[config.mk]
export PLATFORM = sky130hd
export DESIGN_NAME = spi_mem_master
export DESIGN_NICKNAME = d
export VERILOG_FILES = /design/src/rtl/spi_mem_pkg.sv /design/src/rtl/spi_bit_engine.sv /design/src/rtl/spi_mem_master.sv
export SDC_FILE = /design/constraint.sdc
export NUM_CORES = 1
export LEC_CHECK = 0
export CAP_MARGIN = 20
export CORE_MARGIN = 1
export CORE_UTILIZATION = 58
export DETAILED_ROUTE_END_ITERATION = 10
export GPL_ROUTABILITY_DRIVEN = 0
export PLACE_DENSITY = 0.93
export SLEW_MARGIN = 20
export SYNTH_ARGS = -nofsm -noshare
export SYNTH_HDL_FRONTEND = slang
export SYNTH_HIERARCHICAL = 1
export SYNTH_SLANG_ARGS = --single-unit
[constraint.sdc]
create_clock -name clk -period 7.75 [get_ports clk]
set_input_delay 2.325 -clock clk [delete_from_list [all_inputs] [get_ports clk]]
set_output_delay 2.325 -clock clk [all_outputs]
set_load 0.02 [all_outputs]
[src/rtl/spi_mem_pkg.sv]
// Shared constants for the SPI memory initiator: FSM encoding and frame layout.
package spi_mem_pkg;

    localparam logic [2:0] S_IDLE  = 3'd0;
    localparam logic [2:0] S_SETUP = 3'd1;
    localparam logic [2:0] S_ADDR  = 3'd2;
    localparam logic [2:0] S_GAP   = 3'd3;
    localparam logic [2:0] S_DATA  = 3'd4;
    localparam logic [2:0] S_HOLD  = 3'd5;
    localparam logic [2:0] S_CSH   = 3'd6;

    localparam logic RW_WRITE = 1'b1;
    localparam logic RW_READ  = 1'b0;

    // Byte 0 of a frame is {rw, addr}; rw sits in the MSB.
    function automatic int rw_bit_pos(input int data_w);
        return data_w - 1;
    endfunction

endpackage

[src/rtl/spi_bit_engine.sv]
// SPI mode-0 bit engine: SCLK divider, bit counter and tx/rx shift registers.
module spi_bit_engine #(
    parameter int DATA_W  = 8,
    parameter int CLK_DIV = 4
) (
    input  logic              clk,
    input  logic              reset_n,
    input  logic              load,
    input  logic              shift_en,
    input  logic [DATA_W-1:0] load_data,
    input  logic              miso,
    output logic              byte_done,
    output logic              sclk,
    output logic              mosi,
    output logic [DATA_W-1:0] rx_data
);

    localparam int DW = (CLK_DIV > 1) ? $clog2(CLK_DIV) : 1;

    logic [DW-1:0]     div_cnt;
    logic [2:0]        bit_cnt;
    logic [DATA_W-1:0] tx_sh;
    logic              half_end;

    assign half_end  = (div_cnt == DW'(CLK_DIV - 1));
    // Last falling edge of the byte; a load on this same edge wins over the shift.
    assign byte_done = shift_en && sclk && half_end && (bit_cnt == 3'd7);

    always_ff @(posedge clk or negedge reset_n) begin
        if (!reset_n) begin
            div_cnt <= '0;
            bit_cnt <= '0;
            tx_sh   <= '0;
            rx_data <= '0;
            sclk    <= 1'b0;
            mosi    <= 1'b0;
        end else if (load) begin
            tx_sh   <= load_data;
            mosi    <= load_data[DATA_W-1];
            div_cnt <= '0;
            bit_cnt <= '0;
            sclk    <= 1'b0;
        end else if (!shift_en) begin
            div_cnt <= '0;
            bit_cnt <= '0;
            sclk    <= 1'b0;
        end else if (!half_end) begin
            div_cnt <= div_cnt + 1'b1;
        end else begin
            div_cnt <= '0;
            sclk    <= ~sclk;
            if (!sclk) begin
                rx_data <= {rx_data[DATA_W-2:0], miso};
            end else begin
                bit_cnt <= bit_cnt + 1'b1;
                tx_sh   <= {tx_sh[DATA_W-2:0], 1'b0};
                mosi    <= tx_sh[DATA_W-2];
            end
        end
    end

endmodule

[src/rtl/spi_mem_master.sv]
// SPI memory initiator: one {rw,addr} byte, an idle gap, then one data byte.
module spi_mem_master
    import spi_mem_pkg::*;
#(
    parameter int DATA_W     = 8,
    parameter int CLK_DIV    = 4,
    parameter int GAP_CYCLES = 8
) (
    input  logic              clk,
    input  logic              reset_n,
    input  logic              start,
    input  logic              rw,
    input  logic [DATA_W-2:0] addr,
    input  logic [DATA_W-1:0] wdata,
    output logic              busy,
    output logic              done,
    output logic [DATA_W-1:0] rdata,
    output logic              sclk,
    output logic              cs_n,
    output logic              mosi,
    input  logic              miso
);

    localparam int PH_MAX = (GAP_CYCLES > CLK_DIV) ? GAP_CYCLES : CLK_DIV;
    localparam int PW     = $clog2(PH_MAX + 1);
    localparam int RW_POS = rw_bit_pos(DATA_W);

    logic [2:0]        state;
    logic [PW-1:0]     ph_cnt;
    logic              pend;
    logic              rw_q;
    logic [DATA_W-2:0] addr_q;
    logic [DATA_W-1:0] wdata_q;
    logic              load, shift_en, byte_done;
    logic [DATA_W-1:0] load_data, rx_data;
    logic              accept, div_last, gap_last;

    // Acceptance registers the request; SETUP (cs_n low) starts on the following edge.
    assign accept   = start && (state == S_IDLE) && !pend;
    assign div_last = (ph_cnt == PW'(CLK_DIV - 1));
    assign gap_last = (ph_cnt == PW'(GAP_CYCLES - 1));
    assign shift_en = (state == S_ADDR) || (state == S_DATA);
    assign busy     = (state != S_IDLE);
    assign cs_n     = (state == S_IDLE) || (state == S_CSH);

    always_comb begin
        load                      = 1'b0;
        load_data                 = '0;
        load_data[RW_POS]         = rw_q;
        load_data[RW_POS-1:0]     = addr_q;
        if (state == S_IDLE && pend) begin
            load = 1'b1;
        end else if (state == S_ADDR && byte_done) begin
            load      = 1'b1;
            load_data = (rw_q == RW_WRITE) ? wdata_q : '0;
        end
    end

    always_ff @(posedge clk or negedge reset_n) begin
        if (!reset_n) begin
            state   <= S_IDLE;
            ph_cnt  <= '0;
            pend    <= 1'b0;
            rw_q    <= RW_READ;
            addr_q  <= '0;
            wdata_q <= '0;
            done    <= 1'b0;
            rdata   <= '0;
        end else begin
            done   <= 1'b0;
            ph_cnt <= ph_cnt + 1'b1;
            if (accept) begin
                pend    <= 1'b1;
                rw_q    <= rw;
                addr_q  <= addr;
                wdata_q <= wdata;
            end
            case (state)
                S_IDLE: begin
                    ph_cnt <= '0;
                    if (pend) begin
                        pend  <= 1'b0;
                        state <= S_SETUP;
                    end
                end
                S_SETUP: if (div_last) begin state <= S_ADDR; ph_cnt <= '0; end
                S_ADDR: begin
                    ph_cnt <= '0;
                    if (byte_done) state <= S_GAP;
                end
                S_GAP:  if (gap_last) begin state <= S_DATA; ph_cnt <= '0; end
                S_DATA: begin
                    ph_cnt <= '0;
                    if (byte_done) state <= S_HOLD;
                end
                S_HOLD: if (div_last) begin state <= S_CSH; ph_cnt <= '0; end
                S_CSH: begin
                    if (div_last) begin
                        state  <= S_IDLE;
                        ph_cnt <= '0;
                        done   <= 1'b1;
                        if (rw_q == RW_READ) rdata <= rx_data;
                    end
                end
                default: state <= S_IDLE;
            endcase
        end
    end

    spi_bit_engine #(.DATA_W(DATA_W), .CLK_DIV(CLK_DIV)) u_engine (
        .clk       (clk),
        .reset_n   (reset_n),
        .load      (load),
        .shift_en  (shift_en),
        .load_data (load_data),
        .miso      (miso),
        .byte_done (byte_done),
        .sclk      (sclk),
        .mosi      (mosi),
        .rx_data   (rx_data)
    );

endmodule

==> summary.md <==
| Metric | Value |
|---|---|
| GRT Resource Usage Total | 0.233 |
| Critical Path Start Type | register |
| Warning count from the yosys run | 6 |
| Post-synthesis cell type count | 33 |
| Peak supply drop | 0.113 mV |
| Main synth FF type | dfrtp_1 |
| Crit path DAT | about 2 ns |
| Yosys top cell by area | dfrtp_1 |
| DR iter-0 viols | 175 |
| Drt wl/cell | 15.3 um |
| Max Freq | 232 MHz |
| Antenna violations before repair | 0 |
| Post-route DRC violation count | 0 |
| Ports | 33 |
| Worst path max stage delay | 0.56 ns |
| R2R cell count | 9 |
| Slowest CP cell | clkdlybuf4s50_1 |
| CTS Buffer Depth | 2 |
| Hold-fix buffers, CTS | 0 |
| Setup_tns | 0 ns |
| Worst-Margin Slew | between 0.7 and 0.8 ns |
| Critical path class | reg -> out |
| First-pass GRT wire length | 7660 um |
| CP startpoint | state[0] |
| Core ar. | around 4100 um2 |
| Post-synth top area share | 0.552 |
| Crit-path max FO | 14 |
| Inst Count DP | 289 |
| CTS clk-pin slew, worst paths | 0.10 ns |
| CTS Sinks | 55 |
| Via count | about 1700 |
| I/O Buffers | 32 |
| Mapped Nets | 242 |
| Area growth, synth to finish | 17.4% |
| Leak | ~1.3 nW |
| Outcome | finished, final reports clean |
| Slew Limit Headroom | 0.485 |
| Fillers | 256 |
| Post-CTS setup buffers | 0 |
| Hpwl dp | 3170 um |
| Final wirelength | 4530 um |
| Cell with the most instances after synthesis | dfrtp_1 |
| Yosys reg bits | between 50 and 60 |
| Chip height | 67.5 um |
| Via/cell ratio | 5.85 |
| Die width | 67.5 um |
| Hold Vio Cnt, Final | 0 |
| Top cells by count, synth | 55 x dfrtp_1, 32 x nand2_1, 31 x mux2_2, 20 x a21oi_1 |
| # rows | 23 |
| Hold Crit Class | reg -> reg |
| CTS root buf | clkbuf_8 |
| Max Used Layer | met4 |
| Slew Limit Fails | 0 |
| Cell Pwr Density | 160 nW/um2 |
| Multi-input gate area | about 1100 um2 |
| Post-synth ARST share | 1.00 |
| Worst R2R Setup Slack | 4.10 ns |
| Post-route ant nets | 0 |
| # diodes | 0 |
| Max-cap violations | 0 |
| Final Critical Period | about 4.3 ns |
| Largest net degree at the start of global routing | 56 |
| Top cells by area, synth | dfrtp_1 55%, mux2_2 14%, nand2_1 4.8%, a21oi_1 4.0%, ha_1 2.5% |
| Later-pin clock latency in the skew report | about 0.32 ns |
| Post-Syn Instances | between 200 and 250 |
| Worst Path Required | 5.43 ns |
| Routed wl met2 | 2350 um |
| Pre-Repair DR Iteration Count | 4 |
| CP endpoint kind | primary output |
| Initial core utilization | 0.614 |
| Crit share post-route | 0.557 |
| CTS tree | yes |
| WL met1 | between 1500 and 2000 um |
| EDFF count, synth | 0 |
| Mean Syn Cell Area | 11.5 um2 |
| Post-Route Skew | about 0.0089 ns |
| Layout Nets | 271 |
| Unrepaired setup endpoints after global routing | false |
| Netlist Area Pre-Place | 2490 um2 |
| End of the critical path | busy |
| Register area | 1380 um2 |
| CTS Buf Count | 5 |
| GRT overflow | 0 |
| Fin cells | around 300 |
| H-tree lvl count | 2 |
| Sequential share of the synthesized area | 0.552 |
| Post_cts resized | 0 |
| Final Core Density | 0.721 |
| Die ar. | 4560 um2 |
| Vias in the first global route | 1659 |
| Final setup fails | 0 |
| DR WL met3 | 228 um |
| Layout cells sized above 1 | 0.178 |
| Cells along the critical path | nor3_1 > inv_1 > clkdlybuf4s50_1 |
| Worst reg2reg startpoint | state[1] |
| R2R Path End | u_engine/rx_data[5] |
==> report_power, final <==
part	internal, mW	switching (mW)
sequential	0.288	0.00112
clock	0.0648	0.0971
combinational	0.00939	0.00685
==> area by class of cell <==
cell class | count | area share
Timing Repair Buffer | 33 | 0.110
Inverter | 3 | 0.00385
Clock inverter | 3 | 0.00855
Tap cell | 50 | 0.0214
Clock buffer | 5 | 0.0235
Sequential cell | 55 | 0.470
Multi-Input combinational cell | 148 | 0.362
==> through the flow <==
step,hold slack (ns),power [mW],setup WS [ns],cell area (um2)
6_report,0.486,0.468,3.43,2930
5_1_grt,0.499,0.484,3.35,2930
4_1_cts,0.484,0.472,3.43,2930
3_5_place_dp,0.470,0.312,3.80,2830
3_3_place_gp,0.459,0.312,3.79,2830
2_1_floorplan,0.441,0.296,4.41,2490
==> flip-flops by register name, indices dropped and copies added, names as in the netlist <==
register	count
u_engine/sclk	1
u_engine/div_cnt	2
u_engine/rx_data	8
state	3
ph_cnt	4
rdata	8
addr_q	7
rw_q	1
wdata_q	8
u_engine/mosi	1
u_engine/tx_sh	7
u_engine/bit_cnt	3
pend	1
done	1
==> cell usage in the layout (no fill, tap or decap), drive strengths merged, types with 2 or more instances in the layout <==
cell           instances
nand3                  4
mux2                  34
dfrtp                 55
nor3b                  2
clkdlybuf4s50         31
clkbuf                 5
nand2                 32
clkinv                 2
nor2                   8
xor2                   2
xnor2                  2
buf                    2
o21ai                  9
a21oi                 20
ha                     5
nor3                   5
inv                    3
nor2b                  9
and2                   2
==> critical path: cells and delay by family, from the launching register on <==
family / cells / cell delay, ns
and+or+nand+nor: 1 / 0.42
buffers and inverters: 2 / 0.71
DFF: 1 / 0.54
==> how the worst min path moves through the flow <==
stage                             start             endpoint  slack [ns]  cells past startpoint
global placement              ph_cnt[0]            ph_cnt[0]        0.46                      1
global route        u_engine/div_cnt[0]  u_engine/div_cnt[0]        0.50                      1
finish              u_engine/div_cnt[0]  u_engine/div_cnt[0]        0.49                      1
floorplan                     ph_cnt[0]            ph_cnt[0]        0.44                      1
detailed placement            ph_cnt[0]            ph_cnt[0]        0.47                      1
CTS                           ph_cnt[0]            ph_cnt[0]        0.48                      1
==> per-layer routing <==
| layer | up-vias | track usage |
|---|---|---|
| li1 | 812 | - |
| met1 | 862 | 0.312 |
| met5 | - | 0 |
| met2 | 54 | 0.366 |
| met4 | 0 | 0.0851 |
| met3 | 8 | 0.0591 |
==> kinds of logic after synthesis <==
logic type	count (synthesis)	synth area share
mux	35	0.163
buf+inv	14	0.0226
fa+ha+maj	5	0.0251
compound gates	33	0.0708
xor+xnor	4	0.0141
flops	55	0.552
simple gates	71	0.152
Note: power is estimated with default switching activity, not from simulation.
